File: config.mk
export PLATFORM = sky130hd
export DESIGN_NAME = reg_access_seq
export DESIGN_NICKNAME = d
export VERILOG_FILES = /design/src/rtl/reg_access_seq.sv
export SDC_FILE = /design/constraint.sdc
export NUM_CORES = 1
export LEC_CHECK = 0
export ABC_AREA = 1
export BUFFER_PORTS_ARGS = -buffer_cell sky130_fd_sc_hd__buf_2
export CORE_AREA = 2 2 139 114
export DETAILED_ROUTE_END_ITERATION = 8
export DIE_AREA = 0 0 141 116
export PLACE_DENSITY = 0.78
export SETUP_SLACK_MARGIN = 0.02
export SYNTH_ARGS = -nofsm -noshare
export SYNTH_HDL_FRONTEND = slang
export SYNTH_SLANG_ARGS = --single-unit
File: constraint.sdc
create_clock -name clk -period 1.95 [get_ports clk]
set_clock_uncertainty 0.05 [all_clocks]
set_input_delay 0.195 -clock clk [delete_from_list [all_inputs] [get_ports clk]]
set_output_delay 0.195 -clock clk [all_outputs]
set_load 0.1 [all_outputs]
File: src/rtl/reg_access_seq.sv
// Operand-fetch / writeback sequencer in front of a registered-read register file.
// Absorbs the one-cycle read latency and forwards writes into pending operands.
module reg_access_seq #(
  parameter int NREG = 16,
  parameter int AW   = 5,
  parameter int DW   = 32
) (
  input  logic          clk,
  input  logic          rst,
  input  logic          req_valid,
  output logic          req_ready,
  input  logic [AW-1:0] req_sr1,
  input  logic [AW-1:0] req_sr2,
  input  logic          req_use1,
  input  logic          req_use2,
  output logic          op_valid,
  input  logic          op_ready,
  output logic [DW-1:0] op_a,
  output logic [DW-1:0] op_b,
  input  logic          wb_valid,
  output logic          wb_ready,
  input  logic [AW-1:0] wb_addr,
  input  logic [DW-1:0] wb_data,
  output logic          err,
  output logic [1:0]    rf_readreg,
  output logic [AW-1:0] rf_sr1,
  output logic [AW-1:0] rf_sr2,
  output logic [AW-1:0] rf_dr,
  output logic          rf_wreg,
  output logic          rf_muxa2,
  output logic [DW-1:0] rf_wrData,
  input  logic [DW-1:0] rf_rdData1,
  input  logic [DW-1:0] rf_rdData2,
  output logic [1:0]    fsm_state
);

  // Handshakes: a transfer happens on a rising edge where valid & ready are both
  // high; valid holds its payload until then, ready may depend on state and rst.

  typedef enum logic [1:0] {
    IDLE = 2'd0,
    CAPT = 2'd1,
    HOLD = 2'd2
  } state_t;

  state_t state, state_d;

  logic [AW-1:0] sr1_q, sr2_q;
  logic          use1_q, use2_q;
  logic          fwd1_v, fwd2_v;
  logic [DW-1:0] fwd1_d, fwd2_d;

  logic          accept;
  logic          wb_fire;
  logic          wb_ok;
  logic          err_d;
  logic [DW-1:0] cap_a, cap_b;

  function automatic logic out_of_range(input logic [AW-1:0] a);
    return int'(a) >= NREG;
  endfunction

  // True when an in-range write this cycle targets address a.
  function automatic logic wb_hit(input logic ok, input logic [AW-1:0] wa,
                                  input logic [AW-1:0] a);
    return ok && (wa == a);
  endfunction

  assign fsm_state = state;
  assign rf_muxa2  = 1'b0;

  always_comb begin
    state_d    = state;
    req_ready  = 1'b0;
    accept     = 1'b0;
    wb_ready   = ~rst;
    wb_fire    = wb_valid & ~rst;
    wb_ok      = wb_fire & ~out_of_range(wb_addr);
    rf_readreg = 2'b00;
    rf_sr1     = '0;
    rf_sr2     = '0;
    rf_wreg    = wb_ok;
    rf_dr      = wb_fire ? wb_addr : '0;
    rf_wrData  = wb_fire ? wb_data : '0;
    err_d      = wb_fire & out_of_range(wb_addr);
    cap_a      = '0;
    cap_b      = '0;

    case (state)
      IDLE: begin
        req_ready = ~rst;
        accept    = req_valid & ~rst;
        if (accept) begin
          rf_readreg = {req_use1, req_use2};
          rf_sr1     = req_sr1;
          rf_sr2     = req_sr2;
          err_d      = err_d | (req_use1 & out_of_range(req_sr1))
                             | (req_use2 & out_of_range(req_sr2));
          state_d    = CAPT;
        end
      end
      CAPT: begin
        // Priority: write landing now, then write seen at accept, then RF data.
        if (use1_q && !out_of_range(sr1_q)) begin
          if (wb_hit(wb_ok, wb_addr, sr1_q)) cap_a = wb_data;
          else if (fwd1_v)                   cap_a = fwd1_d;
          else                               cap_a = rf_rdData1;
        end
        if (use2_q && !out_of_range(sr2_q)) begin
          if (wb_hit(wb_ok, wb_addr, sr2_q)) cap_b = wb_data;
          else if (fwd2_v)                   cap_b = fwd2_d;
          else                               cap_b = rf_rdData2;
        end
        state_d = HOLD;
      end
      HOLD: begin
        if (op_ready) state_d = IDLE;
      end
      default: state_d = IDLE;
    endcase
  end

  always_ff @(posedge clk) begin
    if (rst) begin
      state    <= IDLE;
      op_valid <= 1'b0;
      op_a     <= '0;
      op_b     <= '0;
      err      <= 1'b0;
      sr1_q    <= '0;
      sr2_q    <= '0;
      use1_q   <= 1'b0;
      use2_q   <= 1'b0;
      fwd1_v   <= 1'b0;
      fwd2_v   <= 1'b0;
      fwd1_d   <= '0;
      fwd2_d   <= '0;
    end else begin
      state <= state_d;
      err   <= err_d;
      case (state)
        IDLE: begin
          if (accept) begin
            sr1_q  <= req_sr1;
            sr2_q  <= req_sr2;
            use1_q <= req_use1;
            use2_q <= req_use2;
            // The RF returns the old value when read and write share this edge.
            fwd1_v <= req_use1 & wb_hit(wb_ok, wb_addr, req_sr1);
            fwd2_v <= req_use2 & wb_hit(wb_ok, wb_addr, req_sr2);
            fwd1_d <= wb_data;
            fwd2_d <= wb_data;
          end
        end
        CAPT: begin
          op_a     <= cap_a;
          op_b     <= cap_b;
          op_valid <= 1'b1;
        end
        HOLD: begin
          if (op_ready) begin
            op_valid <= 1'b0;
            op_a     <= '0;
            op_b     <= '0;
            fwd1_v   <= 1'b0;
            fwd2_v   <= 1'b0;
          end else begin
            if (use1_q && wb_hit(wb_ok, wb_addr, sr1_q)) op_a <= wb_data;
            if (use2_q && wb_hit(wb_ok, wb_addr, sr2_q)) op_b <= wb_data;
          end
        end
        default: ;
      endcase
    end
  end

endmodule

# == Word-level counts from Yosys, hierarchy flattened ==
# Index checks and enable logic that the tools add are counted.
# totals
reg_bits,114
in_bits,118
out_inout_bits,121
word_cells,92
# op_classes
n_lt_le_gt_ge,5
eq_ne,11
mux,33
bitwise_logic,12
n_reduce_logical,19
# ops
op,count
2-to-1 mux 32 bit,11
one-hot mux 32 bit (2 select lines),2
">= comparator 5 bit, second input constant",5
2-to-1 mux 5 bit,5
== test 5 bit,4
AND reduction 2 bit,5
AND 1 bit,8
logical AND 1 bit,8
2-to-1 mux 2 bit,4
2-to-1 mux 1 bit,7
"!= test 2 bit, second input constant",3
"!= test 3 bit, second input constant",2
one-hot mux 1 bit (2 select lines),3
one-hot mux 2 bit (3 select lines),1
nonzero test 2 bit,2
AND reduction 3 bit,1
"== test 2 x 1 -> 1 bit, second input constant",1
"== test 2 bit, second input constant",1
zero test 1 bit,2
zero test 2 bit,1
NOT 1 bit,2
OR 1 bit,2

# == Logic depth before layout (Yosys ltp) ==
# depth
depth_word,8
depth_mapped,11
mapped_depth_nobuf,10

# == Worst setup path after synthesis ==
# OpenSTA, ideal clock, no wires.
# synth_timing
path_kind,register -> register
from,"register state[0], in the netlist fsm_state[0]"
to,register sr1_q[0]
setup_ps,63
arrival_ps,5194
required_time_ps,1837
setup_slack_ps,-3357
stages_incl_launch_ff,6
path_buffers,1
synth_period_minus_slack_ps,5307
path_cell_list,dfxtp_1 nor3_1 nand2_1 clkbuf_1 nor2_1 o21a_1
# synth_between
elab_chain_cells,3
# synth_rtl
element,line,rtl
"start, declared",46,"state_t state, state_d;"
"start signal, assigned",139,state <= state_d;
zero test 2 bit *,"89, 141",
2-to-1 mux 1 bit,89,case (state)
AND reduction 2 bit (no source line) *,--,
"end signal, assigned",144,sr1_q <= req_sr1;
"end, declared",48,"logic [AW-1:0] sr1_q, sr2_q;"
# Mark *: on every way between the ends. The rest lies on a longest branch, timed or not.
# A chain may end at the register's enable or synchronous reset.

# == Final worst setup path ==
# layout_timing
from,"register state[1], in the netlist fsm_state[1]"
to,output rf_sr1[3]
# layout_between
elab_chain_cells,2
# layout_rtl
element,line,rtl
zero test 2 bit,89,
2-to-1 mux 5 bit,89,
"end, declared",26,"output logic [AW-1:0] rf_sr1,"
# No other way between the ends.

==> impl_metrics.env <==
export IMPL_finalPower_mw=8.71
export IMPL_finalSetupViolCount=0
export IMPL_switching_share=0.385
export IMPL_cpPeakStageDelay_ps=360
export IMPL_start_kind="flop"
export IMPL_fin_crit_sh=0.970
export IMPL_p_int_mw=5.36
export IMPL_crit_slowest_cell="dfxtp_4"
export IMPL_rsz0062_at_grt="true"
export IMPL_syn_inst=1178
export IMPL_arrival_ps=1650
export IMPL_critPathMostFrequentCell="buf_12"
export IMPL_worstSetupPathType="flop to output port"
export IMPL_combPwrFrac=0.339
export IMPL_dieArea_mm2=0.0164
export IMPL_track_usage=0.324
export IMPL_die_x_um=141
export IMPL_final_cell_mix="nand2_1, buf_2, nor2_1"
export IMPL_power_switching_mw=3.35
export IMPL_grt_max_degree=75
export IMPL_setup_ws_ps=58.9
export IMPL_io_pins=239
export IMPL_slew_headroom=0.443
export IMPL_cts_buffer_depth=2
export IMPL_route_detailed_drc=0
export IMPL_power_density_mw_per_mm2=832
export IMPL_area_growth_pct=42.1
export IMPL_post_drt_wl_per_cell_um=16.6
export IMPL_clk_pin_slew_worst_paths_ps=50
export IMPL_firstDrtPassIters=7
export IMPL_synth_avg_cell_area_um2=6.25
export IMPL_clockRootBuffer="clkbuf_16"
export IMPL_period_needed_ps=1890
export IMPL_syn_nets=1296
export IMPL_ys_types=24
export IMPL_final_antenna_net_count=0
export IMPL_pwr_share_seq=0.304
export IMPL_fp_coreArea_mm2=0.0149
export IMPL_synth_top_area_frac=0.310
export IMPL_cts_tree="built"
export IMPL_ys_seq_area_frac=0.310
export IMPL_num_rows=40
export IMPL_synth_top_area_cell="dfxtp_1"
export IMPL_leakagePower_nw=5.08
export IMPL_vdd_drop_max_mv=0.671
export IMPL_grt_pass1_wl_um=41800
export IMPL_synth_edff_count=0
export IMPL_timing_hold_violations_final=0
export IMPL_utilization=0.704
export IMPL_drive_above_1_share=0.280
export IMPL_numCtsBuffers=17
export IMPL_max_freq_ghz=0.529
export IMPL_grt_overflow_total=0
export IMPL_grt_antenna_before_repair=1
export IMPL_routabilityCongestion=0.868
export IMPL_insertion_delay_ps=410
export IMPL_crit_chain="nor3_4, nand2_4, buf_12, nor2_4, buf_12"
export IMPL_h_tree_depth=4
export IMPL_p_clk_frac=0.357
export IMPL_drv_slew=0
export IMPL_initial_utilization=0.495
export IMPL_cp_max_fo=11
export IMPL_grt_pass1_vias=8258
export IMPL_finalInstanceArea_mm2=0.0105
export IMPL_via_count=8593
export IMPL_syn_area_mm2=0.00736
export IMPL_crit_path_end_kind="output port"
export IMPL_clock_sinks=114
export IMPL_hold_class="primary input to flop"
export IMPL_final_nets=1519
export IMPL_drt_iter0_markers=643
export IMPL_cp_required_ps=1700
export IMPL_vias_per_cell=5.36
export IMPL_async_reset_ff_frac=0
export IMPL_synth_area_leaders="dfxtp_1, nand2_1, nor2_1"
export IMPL_outcome="complete, no violations"
export IMPL_io_buffers=237
export IMPL_synth_seq_cells=114
export IMPL_wl_um=26600
export IMPL_place_area_mm2=0.00976
export IMPL_final_common_cell="nand2_1"
export IMPL_synthFlopType="dfxtp_1"
export IMPL_hpwlAfterDp_um=17900
export IMPL_worst_pin_slew_ps=835
export IMPL_fp_dieH_um=116
export IMPL_max_cap_violations=0
export IMPL_yosys_warnings=0
export IMPL_pre_cts_ws_ps=122
[worst max-delay path, delay by kind of cell (launching register included)]
family / cells / cell delay, ps
simple gates: 3 / 520
flops: 1 / 360
buf+inv: 2 / 350
[worst paths after layout]
kind / slack, ps / from / endpoint / cells past startpoint
worst min-delay path: 40 / wb_data[27] / fwd2_d[27]$_SDFFE_PP0P_ / 3
worst max-delay path: 60 / fsm_state[1]$_SDFFE_PP0P_ / rf_sr1[3] / 5
worst max register to register: 150 / fsm_state[1]$_SDFFE_PP0P_ / op_b[3]$_SDFFE_PP0P_ / 10
worst min register to register: 420 / op_valid$_SDFFE_PP0P_ / op_valid$_SDFFE_PP0P_ / 2
[power groups by stage]
stage	Sequential, mW	Combinational (mW)	Clock (mW)
2_1_floorplan	3.52	1.30	0
3_3_place_gp	2.68	2.86	0
3_5_place_dp	2.69	2.89	0
4_1_cts	2.65	2.91	3.14
5_1_grt	2.67	3.12	3.24
6_report	2.65	2.95	3.11
[metrics by stage]
step                TNS [ps]  hold WS [ps]  instances
finish                     0          42.9       1603
global route               0          53.6       1602
CTS                        0          29.2       1597
detailed placement         0           407       1563
global placement           0           399       1563
floorplan             -19940           271       1178
[logic make-up after synthesis]
| logic type | count (synthesis) | share of synthesized area |
|---|---|---|
| buffers and inverters | 240 | 0.132 |
| AO/OA/AOI/OAI | 177 | 0.136 |
| AND/OR/NAND/NOR | 582 | 0.335 |
| flip-flops | 114 | 0.310 |
| multiplexers | 64 | 0.0870 |
| other | 1 | 0.000509 |
[what timing repair did]
item                                    4_1_cts  5_1_grt
pin swaps                                     4        8
cloned                                        0        1
endpoints found under the hold margin         1        0
endpoints found under the setup margin       11       46
hold buffers                                  1        0
gates resized for setup                       2        8
buffers inserted                              2        4
[sequential cells by signal (all words and copies together), names as in the netlist]
register,flops
fsm_state,2
fwd1_v,1
op_b,32
op_a,32
use1_q,1
fwd2_d,32
fwd2_v,1
err,1
op_valid,1
sr1_q,5
use2_q,1
sr2_q,5
[final cells by class]
type	instances	area (um^2)
flip-flops and latches	114	2290
repair buffers	281	2400
well taps	189	236
clock buffers	28	557
clock inverters	3	40.0
diodes	1	2.50
fillers	1248	4400
inverters	163	619
multi-input cells	824	4320
[synthesized netlist by cell type, types with 10 or more instances]
library cell,n
mux2i_1,64
nor2_1,210
clkbuf_1,34
o21bai_1,35
buf_2,33
nand2_1,221
o21ai_0,35
dfxtp_1,114
o21a_1,10
inv_1,156
a21oi_1,97
nand3_1,126
[metal layers]
metal,vias up,global-route usage,routed length (um)
met5,-,0,0
met1,3876,0.415,11100
li1,4176,-,-
met3,61,0.0682,2750
met4,0,0.145,747
met2,480,0.534,12100
Note: power is estimated with default switching activity, not from simulation.
